**config.mk**
```make
export PLATFORM = sky130hd
export DESIGN_NAME = serial_subtractor
export DESIGN_NICKNAME = d
export VERILOG_FILES = /design/src/rtl/serial_subtractor.sv
export SDC_FILE = /design/constraint.sdc
export NUM_CORES = 1
export LEC_CHECK = 0
export BUFFER_PORTS_ARGS = -buffer_cell sky130_fd_sc_hd__buf_2
export CAP_MARGIN = 20
export CORE_UTILIZATION = 56
export CTS_CLUSTER_SIZE = 24
export DETAILED_ROUTE_END_ITERATION = 6
export PLACE_DENSITY = 0.81
export SLEW_MARGIN = 20
export SYNTH_ARGS = -nofsm -noshare
export SYNTH_HDL_FRONTEND = slang
export SYNTH_SLANG_ARGS = --single-unit
```
**constraint.sdc**
```tcl
create_clock -name clk -period 3.7 [get_ports clk]
set_input_delay 0.555 -clock clk [delete_from_list [all_inputs] [get_ports clk]]
set_output_delay 0.555 -clock clk [all_outputs]
set_load 0.05 [all_outputs]
```
**src/rtl/serial_subtractor.sv**
```systemverilog
// Bit-serial unsigned subtractor: accepts (a, b, bin), computes a - b - bin
// LSB first over WIDTH cycles, then holds the result until downstream takes it.
//
// state | meaning
// IDLE  | waiting for an operand set; in_ready=1
// RUN   | one difference bit per edge, LSB first
// DONE  | result presented; out_valid=1 until out_ready
module serial_subtractor #(
  parameter int WIDTH = 4
) (
  input  logic             clk,
  input  logic             rst_n,
  input  logic             in_valid,
  output logic             in_ready,
  input  logic [WIDTH-1:0] a,
  input  logic [WIDTH-1:0] b,
  input  logic             bin,
  output logic             out_valid,
  input  logic             out_ready,
  output logic [WIDTH-1:0] diff,
  output logic             bout,
  output logic             zero
);

  localparam int CW = (WIDTH > 1) ? $clog2(WIDTH) : 1;
  localparam logic [CW-1:0] LAST_BIT = CW'(WIDTH - 1);

  typedef enum logic [1:0] {
    IDLE = 2'd0,
    RUN  = 2'd1,
    DONE = 2'd2
  } state_t;

  state_t           state_q, state_d;
  logic [WIDTH-1:0] a_q, a_d;
  logic [WIDTH-1:0] b_q, b_d;
  logic             br_q, br_d;
  logic [WIDTH-1:0] shift_q, shift_d;
  logic [CW-1:0]    cnt_q, cnt_d;
  logic [WIDTH-1:0] diff_q, diff_d;
  logic             bout_q, bout_d;
  logic             zero_q, zero_d;

  logic             sub_bit;
  logic             br_nxt;
  logic [WIDTH-1:0] shift_nxt;

  always_ff @(posedge clk) begin
    if (!rst_n) begin
      state_q <= IDLE;
      a_q     <= '0;
      b_q     <= '0;
      br_q    <= 1'b0;
      shift_q <= '0;
      cnt_q   <= '0;
      diff_q  <= '0;
      bout_q  <= 1'b0;
      zero_q  <= 1'b0;
    end else begin
      state_q <= state_d;
      a_q     <= a_d;
      b_q     <= b_d;
      br_q    <= br_d;
      shift_q <= shift_d;
      cnt_q   <= cnt_d;
      diff_q  <= diff_d;
      bout_q  <= bout_d;
      zero_q  <= zero_d;
    end
  end

  // Full-subtractor cell on the current LSB of the operand shift registers.
  always_comb begin
    sub_bit   = a_q[0] ^ b_q[0] ^ br_q;
    br_nxt    = (~a_q[0] & b_q[0]) | (~(a_q[0] ^ b_q[0]) & br_q);
    shift_nxt = {sub_bit, shift_q[WIDTH-1:1]};
  end

  always_comb begin
    state_d = state_q;
    a_d     = a_q;
    b_d     = b_q;
    br_d    = br_q;
    shift_d = shift_q;
    cnt_d   = cnt_q;
    diff_d  = diff_q;
    bout_d  = bout_q;
    zero_d  = zero_q;

    case (state_q)
      IDLE: begin
        if (in_valid) begin
          a_d     = a;
          b_d     = b;
          br_d    = bin;
          shift_d = '0;
          cnt_d   = '0;
          state_d = RUN;
        end
      end
      RUN: begin
        a_d     = a_q >> 1;
        b_d     = b_q >> 1;
        br_d    = br_nxt;
        shift_d = shift_nxt;
        // Counter stops at the last bit so it never wraps within an operation.
        if (cnt_q == LAST_BIT) begin
          diff_d  = shift_nxt;
          bout_d  = br_nxt;
          zero_d  = (shift_nxt == '0);
          state_d = DONE;
        end else begin
          cnt_d = cnt_q + CW'(1);
        end
      end
      DONE: begin
        if (out_ready) begin
          state_d = IDLE;
        end
      end
      default: state_d = IDLE;
    endcase
  end

  assign in_ready  = (state_q == IDLE);
  assign out_valid = (state_q == DONE);
  assign diff      = diff_q;
  assign bout      = bout_q;
  assign zero      = zero_q;

endmodule

```
After elaboration in Yosys (flattened, before gate mapping)
Cells that the tools add are included.
Storage, ports and cells
  register bits: 23
  output and inout port bits: 8
Operators by class
  $add $sub $neg: 1
  equality and inequality tests: 7
  muxes and demuxes: 15
  bitwise gates (word level): 7
  reductions and logical operators: 7
Operator list (number)
  4-bit case mux with 2 select lines: 3
  4-bit two-way mux: 3
  2-bit two-way mux: 5
  2-bit != test, second input constant: 3
  2-bit case mux with 3 select lines: 1
  3-bit AND reduction: 2
  2-bit equality test, second input constant: 2
  4-bit logical NOT: 1
  2-bit case mux with 2 select lines: 1
  2-bit AND reduction: 2
  2-bit by 1-bit adder with 2-bit output, second input constant: 1
  1-bit bitwise AND: 2
  2-bit by 1-bit equality test with 1-bit output, second input constant: 1
  2-bit logical NOT: 1
  2-bit by 1-bit != test with 1-bit output, second input constant: 1
  1-bit inverter: 2
  1-bit case mux with 2 select lines: 1
  2-bit nonzero test: 1
  1-bit XOR: 2
  1-bit two-way mux: 1
  1-bit bitwise OR: 1

Depth between registers and ports, before layout
  word-level depth: 5
  mapped depth: 5

Worst setup path after synthesis
No wires, ideal clock.
  path type: flip-flop to output port
  start point: reg state_q[1]
  end point: out out_valid
  data arrival time: 1.165 ns
  data required time: 3.145 ns
  setup slack: 1.980 ns
  stages on the path, launching flop included: 3
  path buffers: 1
  path through: dfxtp_1 buf_6 nor2b_1
Between the ends
  word-level cells in the longest chain between the ends: 1
RTL lines
  from (decl): RTL line 34  | state_t state_q, state_d;
  from (signal assigned): RTL line 60  | state_q <= state_d;
  2-bit equality test: RTL line 126  | assign out_valid = (state_q == DONE);
  to (decl): RTL line 18  | output logic out_valid,
No other way between the ends.

Worst setup path in the final report
  start point: reg state_q[0]
  end point: out in_ready
Between the ends
  word-level cells in the longest chain between the ends: 1
RTL lines
  2-bit logical NOT: RTL line 125  | assign in_ready = (state_q == IDLE);
  to (decl): RTL line 14  | output logic in_ready,
No other way between the ends.

==> impl_metrics.yaml <==
outcome:
  outcome: "complete, no violations"
die:
  rows: 14
  core_area_um2: 1590
  fp.dieW_um: 44.4
  die_area_um2: 1970
  start_util: 0.630
  fp.dieH_um: 44.4
  io_pins: 21
worst_setup_path:
  rr_startpoint: "state_q[0]$_SDFFE_PN0P_"
  cp.arrival_ps: 1560
  cp-end-kind: "output port"
  critPathBufInv: 1
  critPathMaxStageDelay_ps: 850
  cp_data_required_time_ps: 3140
  r2r_slack_ps: 2100
  reg2reg_depth: 3
  crit_path_max_fanout: 18
  startpoint_type: "register"
  cp_slowest_cell: "dfxtp_1"
  r2r_end: "br_q$_SDFFE_PN0P_"
  cp_cell_sequence: "nor2_1 > buf_2"
  crit_type: "reg2out"
  worst_path_dominant_cell_family: "flip-flops"
placed_design:
  dp_hpwl_um: 1200
  post-place-ws_ps: 1920
  port_buffers: 20
  place.gp.congestion: 0.742
clock_tree:
  clk_latency_ps: 300
  cts_sinks: 22
  cts.clk_slew.worst_paths_ps: 110
  cts_tree: "built"
  post_cts_buffers: 0
  clock_tree.htree_level_count: 1
  ctsLongestPathBuffers: 2
  clk_root_buffer_cell: "clkbuf_4"
  cts_resized: 0
  hold_buffers: 0
  numCtsBuffers: 3
power_and_ir_drop:
  leakage_nw: 0.484
  vdd_ir_drop_max_mv: 0.317
  p_per_area_nw_per_um2: 384
  p_total_w: 0.000422
synthesis:
  synthesis.nets: 115
  yosys.area.top_type: "dfxtp_1"
  syn-instance-count: 100
  synth-seq-area-share: 0.438
  synth_area_um2: 1000
  synthTopCellsByArea: "dfxtp_1 44%, mux2i_1 12%, nor2_1 5.6%"
  synth_top_cell_area_share: 0.438
  synthDistinctLibCells: 28
  syn_avg_cell_area_um2: 10.0
  yosysWarnings: 0
  ys_seq_elements: 22
finish:
  area_growth_syn_to_layout_pct: 9.46
  fin_nets: 133
  regArea_um2: 440
  diodes: 0
  fin_util: 0.690
  drive_gt1_frac: 0.293
  multiInputGateArea_um2: 488
  fill_cells: 124
run:
  cap_violations: 0
timing:
  setup_viol: 0
  fin_crit_sh: 0.573
  hold_viol: 0
  relSlewSlack: 0.473
  tns_ps: 0
  rsz0062_at_grt: "no"
  tightest_slew_ps: 790
  drv_slew: 0
  post-route-min-period_ps: 2120
  fin_worst_skew_ps: 8.24
  clock.fmax_mhz: 472
  setup_ws_ps: 1580
routing:
  remaining_drc_errors: 0
  dr.pass1.iters: 4
  drtAntennaViolNets: 0
  viasPerCell: 5.18
  drt_iter0_drc: 1
  routed-via-count: 725
  post_drt_wl_per_cell_um: 11.6
  wirelength_um: 1620
min_path:
  hold_class: "reg2reg"
  hold_path_depth: 2
  hp-start: "zero$_SDFFE_PN0P_"
  hold_end: "zero$_SDFFE_PN0P_"
global_routing:
  antenna_found_initial: 0
  grt_max_degree: 23
  grt_pass1_wl_um: 2880
  grtUsageTotal: 0.198
  grt-ovfl-total: 0
  grt_pass1_vias: 692
[placed cells by master (no fill, tap or decap)]
cell,count
nor2_2,3
nand3_1,3
buf_2,20
a311oi_1,1
o21ba_4,1
and2b_2,1
ha_1,1
o21bai_2,1
nor2b_1,1
nor2_1,15
nor3_1,1
nor4_1,1
a211oi_2,4
a22oi_1,3
nand2_1,3
nand3b_2,1
nand2b_1,1
a31oi_1,2
a21oi_1,4
dfxtp_1,22
inv_1,5
nor4b_1,1
mux2i_1,12
clkbuf_4,3
a32oi_1,2
a211oi_1,3
fa_1,1
[stage by stage]
step,std cells,area (µm²),hold WS (ps)
finish,140,1100,459
global route,140,1100,499
global placement,137,1080,436
CTS,140,1100,463
floorplan,100,1000,454
detailed placement,137,1080,447
[layer usage]
| layer | wire (µm) | up-vias | GRT usage | part of all wire |
|---|---|---|---|---|
| met5 | 0 | - | 0 | 0 |
| met4 | 11 | 0 | 0.0545 | 0.0068 |
| met3 | 51 | 2 | 0.0612 | 0.031 |
| met2 | 794 | 13 | 0.347 | 0.49 |
| met1 | 762 | 324 | 0.231 | 0.47 |
| li1 | - | 386 | - | - |
[tightest hold or removal path, stage by stage, from the launching register on]
cell and delay (ps):
dfxtp_1 320, nand2_1 50, a21oi_1 50
[synth_stat cells]
cell      instances
a211oi_2          4
nand2b_1          1
a32oi_1           2
a22oi_1           3
buf_2             1
nor2_1           15
mux2i_1          12
fa_1              1
buf_6             4
nand2_1           3
a21oi_1           4
nand3b_2          1
nor4b_1           1
and2b_2           1
clkbuf_1          2
a211oi_1          3
ha_1              1
o21ba_4           1
a311oi_1          1
a31oi_1           2
nand3_1           3
dfxtp_1          22
o21bai_2          1
nor4_1            1
nor3_1            1
inv_1             5
nor2_2            3
nor2b_1           1
[sequential cells by signal (all words and copies together) (netlist names)]
| signal | cells |
|---|---|
| a_q | 4 |
| b_q | 4 |
| diff | 4 |
| shift_q | 3 |
| cnt_q | 2 |
| state_q | 2 |
| bout | 1 |
| br_q | 1 |
| zero | 1 |
[how the worst max path moves through the flow]
stage | start | end | slack, ps | cells past startpoint
6_report | state_q[0]$_SDFFE_PN0P_ | in_ready | 1580 | 2
5_1_grt | state_q[0]$_SDFFE_PN0P_ | in_ready | 1460 | 2
4_1_cts | state_q[0]$_SDFFE_PN0P_ | in_ready | 1570 | 2
3_5_place_dp | state_q[0]$_SDFFE_PN0P_ | in_ready | 1920 | 2
3_3_place_gp | state_q[0]$_SDFFE_PN0P_ | in_ready | 1960 | 2
2_1_floorplan | state_q[1]$_SDFFE_PN0P_ | out_valid | 1980 | 2
[cell type report]
type / count / area share
Multi-Input combinational cell: 66 / 0.444
Sequential cell: 22 / 0.400
Timing Repair Buffer: 20 / 0.0910
Tap cell: 24 / 0.0273
Clock buffer: 3 / 0.0205
Inverter: 5 / 0.0171
[power by group]
| part | internal (W) | switching [W] | total [W] |
|---|---|---|---|
| combinational | 0.0000285 | 0.0000322 | 0.0000607 |
| sequential | 0.000248 | 0.0000122 | 0.000260 |
| clock | 0.0000379 | 0.0000634 | 0.000101 |
| total | 0.000315 | 0.000108 | 0.000422 |
[cell families after synthesis]
group	synth area share
muxes	0.120
adders and majority gates	0.0324
AOI/OAI and AO/OA	0.181
and+or+nand+nor	0.153
DFF	0.438
buffers and inverters	0.0760
Note: power is estimated with default switching activity, not from simulation.
